===== src/rtl/mips_muldiv_unit.sv =====
// Iterative multiply/divide unit owning the MIPS HI/LO pair, with a start/busy/done handshake.
// Define MIPS_MULDIV_MADD_EN to add the MADD/MADDU accumulate ops (op 110/111).
module mips_muldiv_unit #(
   parameter int unsigned WIDTH = 32
) (
   input  logic             clk,
   input  logic             reset,
   input  logic             start,
   input  logic [2:0]       op,
   input  logic [WIDTH-1:0] src_a,
   input  logic [WIDTH-1:0] src_b,
   output logic             busy,
   output logic             done,
   output logic             div_by_zero,
   output logic [WIDTH-1:0] hi,
   output logic [WIDTH-1:0] lo
);

   localparam int unsigned CNT_W = $clog2(WIDTH) + 1;
   localparam logic [CNT_W-1:0] LastIter = CNT_W'(WIDTH - 1);

   typedef enum logic [1:0] {StIdle, StMul, StDiv, StFix} state_e;

   state_e             state_q;
   logic [CNT_W-1:0]   cnt_q;
   logic [2*WIDTH-1:0] acc_q;       // mul: {partial, multiplier}; div: {remainder, quotient}
   logic [WIDTH-1:0]   opd_q;       // multiplicand or divisor magnitude
   logic [WIDTH-1:0]   dividend_q;
   logic               is_div_q;
   logic               neg_lo_q;
   logic               neg_hi_q;
   logic               dbz_q;
`ifdef MIPS_MULDIV_MADD_EN
   logic               madd_q;
   logic               go_madd;
`endif

   logic               go_mul;
   logic               go_div;
   logic               go_mthi;
   logic               go_mtlo;
   logic               signed_op;
   logic [WIDTH-1:0]   mag_a;
   logic [WIDTH-1:0]   mag_b;
   logic [WIDTH:0]     mul_sum;
   logic [2*WIDTH-1:0] mul_next;
   logic [WIDTH:0]     div_rem_sh;
   logic [WIDTH:0]     div_diff;
   logic [2*WIDTH-1:0] div_next;
   logic [2*WIDTH-1:0] prod_fix;
   logic [WIDTH-1:0]   quot_fix;
   logic [WIDTH-1:0]   rem_fix;

   // Accept decode; busy mirrors state_q != StIdle so this is the only acceptance window.
   always_comb begin
      go_mul  = 1'b0;
      go_div  = 1'b0;
      go_mthi = 1'b0;
      go_mtlo = 1'b0;
`ifdef MIPS_MULDIV_MADD_EN
      go_madd = 1'b0;
`endif
      if (start && !busy) begin
         case (op)
            3'b000, 3'b001: go_mul  = 1'b1;
            3'b010, 3'b011: go_div  = 1'b1;
            3'b100:         go_mthi = 1'b1;
            3'b101:         go_mtlo = 1'b1;
`ifdef MIPS_MULDIV_MADD_EN
            3'b110, 3'b111: begin
               go_mul  = 1'b1;
               go_madd = 1'b1;
            end
`endif
            default: ;
         endcase
      end
   end

   always_comb begin
      signed_op = ~op[0];
      mag_a     = (signed_op && src_a[WIDTH-1]) ? (~src_a + 1'b1) : src_a;
      mag_b     = (signed_op && src_b[WIDTH-1]) ? (~src_b + 1'b1) : src_b;

      // Shift-add: add multiplicand to the upper half when the current multiplier bit is set.
      mul_sum  = {1'b0, acc_q[2*WIDTH-1:WIDTH]} + (acc_q[0] ? {1'b0, opd_q} : '0);
      mul_next = {mul_sum, acc_q[WIDTH-1:1]};

      // Restoring step: the remainder never exceeds the divisor, so a borrow shows in bit WIDTH.
      div_rem_sh = acc_q[2*WIDTH-1:WIDTH-1];
      div_diff   = div_rem_sh - {1'b0, opd_q};
      if (!div_diff[WIDTH]) begin
         div_next = {div_diff[WIDTH-1:0], acc_q[WIDTH-2:0], 1'b1};
      end else begin
         div_next = {div_rem_sh[WIDTH-1:0], acc_q[WIDTH-2:0], 1'b0};
      end

      prod_fix = neg_lo_q ? (~acc_q + 1'b1) : acc_q;
      quot_fix = neg_lo_q ? (~acc_q[WIDTH-1:0] + 1'b1) : acc_q[WIDTH-1:0];
      rem_fix  = neg_hi_q ? (~acc_q[2*WIDTH-1:WIDTH] + 1'b1) : acc_q[2*WIDTH-1:WIDTH];
   end

   always_ff @(posedge clk) begin
      if (reset) begin
         state_q     <= StIdle;
         cnt_q       <= '0;
         acc_q       <= '0;
         opd_q       <= '0;
         dividend_q  <= '0;
         is_div_q    <= 1'b0;
         neg_lo_q    <= 1'b0;
         neg_hi_q    <= 1'b0;
         dbz_q       <= 1'b0;
`ifdef MIPS_MULDIV_MADD_EN
         madd_q      <= 1'b0;
`endif
         busy        <= 1'b0;
         done        <= 1'b0;
         div_by_zero <= 1'b0;
         hi          <= '0;
         lo          <= '0;
      end else begin
         done <= 1'b0;
         unique case (state_q)
            StIdle: begin
               if (go_mul || go_div || go_mthi || go_mtlo) begin
                  div_by_zero <= 1'b0;
               end
               if (go_mthi) begin
                  hi <= src_a;
               end
               if (go_mtlo) begin
                  lo <= src_a;
               end
               if (go_mul) begin
                  acc_q    <= {{WIDTH{1'b0}}, mag_b};
                  opd_q    <= mag_a;
                  neg_lo_q <= signed_op & (src_a[WIDTH-1] ^ src_b[WIDTH-1]);
                  neg_hi_q <= 1'b0;
                  is_div_q <= 1'b0;
                  dbz_q    <= 1'b0;
`ifdef MIPS_MULDIV_MADD_EN
                  madd_q   <= go_madd;
`endif
                  cnt_q    <= '0;
                  busy     <= 1'b1;
                  state_q  <= StMul;
               end
               if (go_div) begin
                  acc_q      <= {{WIDTH{1'b0}}, mag_a};
                  opd_q      <= mag_b;
                  dividend_q <= src_a;
                  neg_lo_q   <= signed_op & (src_a[WIDTH-1] ^ src_b[WIDTH-1]);
                  neg_hi_q   <= signed_op & src_a[WIDTH-1];
                  is_div_q   <= 1'b1;
                  dbz_q      <= (src_b == '0);
`ifdef MIPS_MULDIV_MADD_EN
                  madd_q     <= 1'b0;
`endif
                  cnt_q      <= '0;
                  busy       <= 1'b1;
                  state_q    <= StDiv;
               end
            end
            StMul: begin
               acc_q <= mul_next;
               cnt_q <= cnt_q + 1'b1;
               if (cnt_q == LastIter) begin
                  state_q <= StFix;
               end
            end
            StDiv: begin
               acc_q <= div_next;
               cnt_q <= cnt_q + 1'b1;
               if (cnt_q == LastIter) begin
                  state_q <= StFix;
               end
            end
            StFix: begin
               if (is_div_q) begin
                  if (dbz_q) begin
                     lo          <= '1;
                     hi          <= dividend_q;
                     div_by_zero <= 1'b1;
                  end else begin
                     lo <= quot_fix;
                     hi <= rem_fix;
                  end
               end else begin
`ifdef MIPS_MULDIV_MADD_EN
                  {hi, lo} <= madd_q ? ({hi, lo} + prod_fix) : prod_fix;
`else
                  {hi, lo} <= prod_fix;
`endif
               end
               cnt_q   <= '0;
               done    <= 1'b1;
               busy    <= 1'b0;
               state_q <= StIdle;
            end
            default: begin
               busy    <= 1'b0;
               state_q <= StIdle;
            end
         endcase
      end
   end

endmodule


===== config.mk =====
export PLATFORM = sky130hd
export DESIGN_NAME = mips_muldiv_unit
export DESIGN_NICKNAME = d
export VERILOG_FILES = /design/src/rtl/mips_muldiv_unit.sv
export SDC_FILE = /design/constraint.sdc
export NUM_CORES = 1
export LEC_CHECK = 0
export CAP_MARGIN = 30
export CORE_MARGIN = 2
export CORE_UTILIZATION = 54
export DETAILED_ROUTE_END_ITERATION = 16
export HOLD_SLACK_MARGIN = 0.1
export PLACE_DENSITY = 0.76
export RECOVER_POWER = 25
export SYNTH_ARGS = -nofsm -noshare
export SYNTH_HDL_FRONTEND = slang
export SYNTH_SLANG_ARGS = --single-unit

===== constraint.sdc =====
create_clock -name clk -period 3.3 [get_ports clk]
set_input_delay 0.495 -clock clk [delete_from_list [all_inputs] [get_ports clk]]
set_output_delay 0.495 -clock clk [all_outputs]
set_load 0.01 [all_outputs]

==> qor.csv <==
metric,value,unit
Ant. Diodes,0,
xor and xnor fraction of the mapped netlist area,8.179,%
share of the core filled with cells,69.29,%
Post-Route WL,75540,µm
row count,65,
critical path data arrival time,3.68,ns
CP peak stage delay,0.37,ns
WP data required,3.72,ns
cell taking the most area after synthesis,dfxtp_1,
min-delay worst type,in -> reg,
CP most frequent cell,buf_4,
DRT iter0 DRCs,2541,
# setup viols final,0,
clk_lat worst skew,0.57,ns
fmax,307.2,MHz
synthesized flop and latch total,207,
Nets,2850,
initial core utilization,54.78,%
startpoint type of the worst setup path,flop,
Top Ports,137,
critical-path cell with the highest stage delay,dfxtp_2,
final cell area excluding filler cells,0.02181,mm²
CTS tree,yes,
Relative slew margins,17.10,%
CTS Buf Count,25,
die footprint,0.03337,mm²
status,"complete, no violations",
skew final,0.01453,ns
class of the most critical setup path,reg -> reg,
PD cells,485.6,mW/mm²
Overall Global Routing Usage,43.80,%
drt pass-1 iters,9,
Post-synth EDFFs,0,
P_leak,8.877,nW
Avg Synthesized Cell Area,7.092,µm²
worst hold path startpoint,reset,
vias in the first global route,19850,
ys async rst share,0,%
simple-gate area share of the yosys netlist,21.44,%
CP Capture Type,flop,
WHS Path Cells,2,
RePlAce Congestion,1.022,
clock transition at the registers of the reported paths,0.06,ns
Core ar.,0.03147,mm²
placement-stage cell area,0.02068,mm²
Compound-Gate Fraction of Synth Area,32.71,%
reg2reg end,acc_q[62],
Synth Area in Adders,5.530,%
P&R area growth vs syn,26.48,%
worst-margin pin slew,1.244,ns
Remaining DRCs,0,
Port Buffers,136,
final hold violations,0,
share of cells above drive strength 1,16.24,%
register area share after synthesis,24.03,%
synth top area cells,"dfxtp_1 24%, a21oi_1 8.9%, nand2_1 6.9%",
Total Power,10.59,mW
first-pass GRT wire length,113700,µm
DP HPWL,56880,µm
flop2flop setup slack,0.04,ns
"count leader, synth",nand2_1,
mux cell area share after synthesis,2.112,%
die height,182.7,µm
Synth Cell Area,0.01724,mm²
"Distinct cells, synth",84,
R2R depth,14,
final worst path period need,3.255,ns
"top cells by count, synth","316 x nand2_1, 305 x a21oi_1, 222 x nor2_1",
syn_nets,2576,
worst vdd ir,0.5479,mV
largest family of logic cells by synthesized area,compound AO/OA/AOI/OAI gates,
worst path cell trace,inv_2 -> buf_4 -> nor2_1 -> ha_1 -> a21oi_2 -> o21ai_0 -> a221o_1 -> a41o_1 -> a31oi_1 -> buf_4 -> o2111ai_2 -> a21o_1 -> a32oi_1 -> o221ai_1,
period utilization,98.65,%
hold_buf cts,0,
CTS root buf,clkbuf_16,
remaining antenna violation count,0,
Slew Limit Fails,0,
via/cell ratio,6.734,
Syn Inst Count,2431,
H-tree depth,1,
clock tree buffer depth,3,
routed len/inst,24.19,µm
initial antenna violation count,0,
clock net sink count,207,
Die X,182.7,µm
endpoint of the worst hold path,dividend_q[31],
number of max-cap violations,0,
setup TNS,0,ns
ys flop type,dfxtp_1,
Synth top area share,24.03,%
Syn. warnings,0,
crit path max fanout,7,
routed vias,21030,
Congestion Overflow GR,0,
pin count of the biggest net entering global routing,78,
origin of the critical flop-to-flop path,acc_q[0],
-- state kept, by name, summed over array words and instances (netlist names) --
name / cells
div_by_zero: 1
opd_q: 32
cnt_q: 6
state_q: 2
acc_q: 64
neg_hi_q: 1
hi: 32
neg_lo_q: 1
done: 1
dbz_q: 1
busy: 1
is_div_q: 1
dividend_q: 32
lo: 32
-- metrics by stage --
stage | hold slack (ns) | setup WS, ns | cells
3_5_place_dp | 0.4434 | -0.2902 | 3068
4_1_cts | 0.3461 | 0.009204 | 3115
2_1_floorplan | 0.4312 | 0.01747 | 2431
5_1_grt | 0.3553 | -0.02913 | 3123
6_report | 0.3361 | 0.04451 | 3123
3_3_place_gp | 0.4386 | -0.2324 | 3068
-- area by class of cell --
type | instances | area (µm²)
inverter | 68 | 255.2
tap | 402 | 503.0
clock inverter | 9 | 122.6
sequential | 207 | 4153
timing repair buffer | 449 | 3786
multi-input combinational | 1954 | 12280
clock buffer | 34 | 709.4
fill | 2701 | 9667
-- worst max path at each step --
stage	startpoint	to	slack, ns	cells after the start
after CTS	acc_q[31]	acc_q[42]	0.009	13
after detailed placement	src_a[1]	acc_q[30]	-0.29	12
after global placement	src_a[1]	acc_q[30]	-0.23	12
after global routing	acc_q[31]	acc_q[45]	-0.03	13
after floorplan	acc_q[31]	acc_q[44]	0.02	14
final	acc_q[0]	acc_q[62]	0.04	14
-- report_power, final --
group	switching, mW	internal, mW	total, mW	leakage (nW)
combinational	2.95	1.84	4.79	6.79
clock	1.18	1.72	2.91	0.411
sequential	0.179	2.72	2.90	1.68
total	4.31	6.28	10.6	8.88
-- kinds of logic (layout without fill, tap and decap cells) --
logic type / Yosys count / count (layout)
buffers and inverters: 270 / 560
multiplexers: 34 / 34
adder cells (fa/ha/maj): 75 / 75
flip-flops: 207 / 207
XOR/XNOR: 161 / 161
AO/OA/AOI/OAI: 877 / 877
AND/OR/NAND/NOR: 807 / 807
-- critical path: cells and delay by family (launching register included) --
family / cells / cell delay (ns)
buf+inv: 3 / 0.46
simple gates: 1 / 0.17
flops: 1 / 0.37
fa+ha+maj: 1 / 0.30
compound gates: 9 / 1.81
-- placed cells by master, fill, tap and decap left out, types with 38 or more instances in the layout --
| cell | n |
|---|---|
| nand2_1 | 315 |
| buf_4 | 301 |
| a21oi_1 | 299 |
| nor2_1 | 220 |
| dfxtp_1 | 200 |
| o21ai_0 | 150 |
| xnor2_1 | 103 |
| clkdlybuf4s50_1 | 82 |
| a211oi_1 | 66 |
| inv_1 | 64 |
| ha_1 | 64 |
| xor2_1 | 57 |
| nor3_1 | 55 |
| dlygate4sd3_1 | 53 |
| a21o_1 | 42 |
| o211ai_1 | 40 |
| o221ai_1 | 40 |
| a22oi_1 | 38 |
-- per-layer routing --
layer,wire (µm),GRT usage [%],up-vias
met4,5535,26.32,0
met3,8738,10.18,375
met5,0,0,-
met1,28180,54.14,9827
met2,33090,69.41,1405
li1,-,-,9423
-- timing repair --
item                                    CTS  global route
cloned                                    1             0
pin swaps                                 8            18
resized for setup                        15            39
setup buffers                             3             8
endpoints found under the setup margin    9            32
hold endpoints to repair                  0             0
Power figures use the tool's default switching activity.
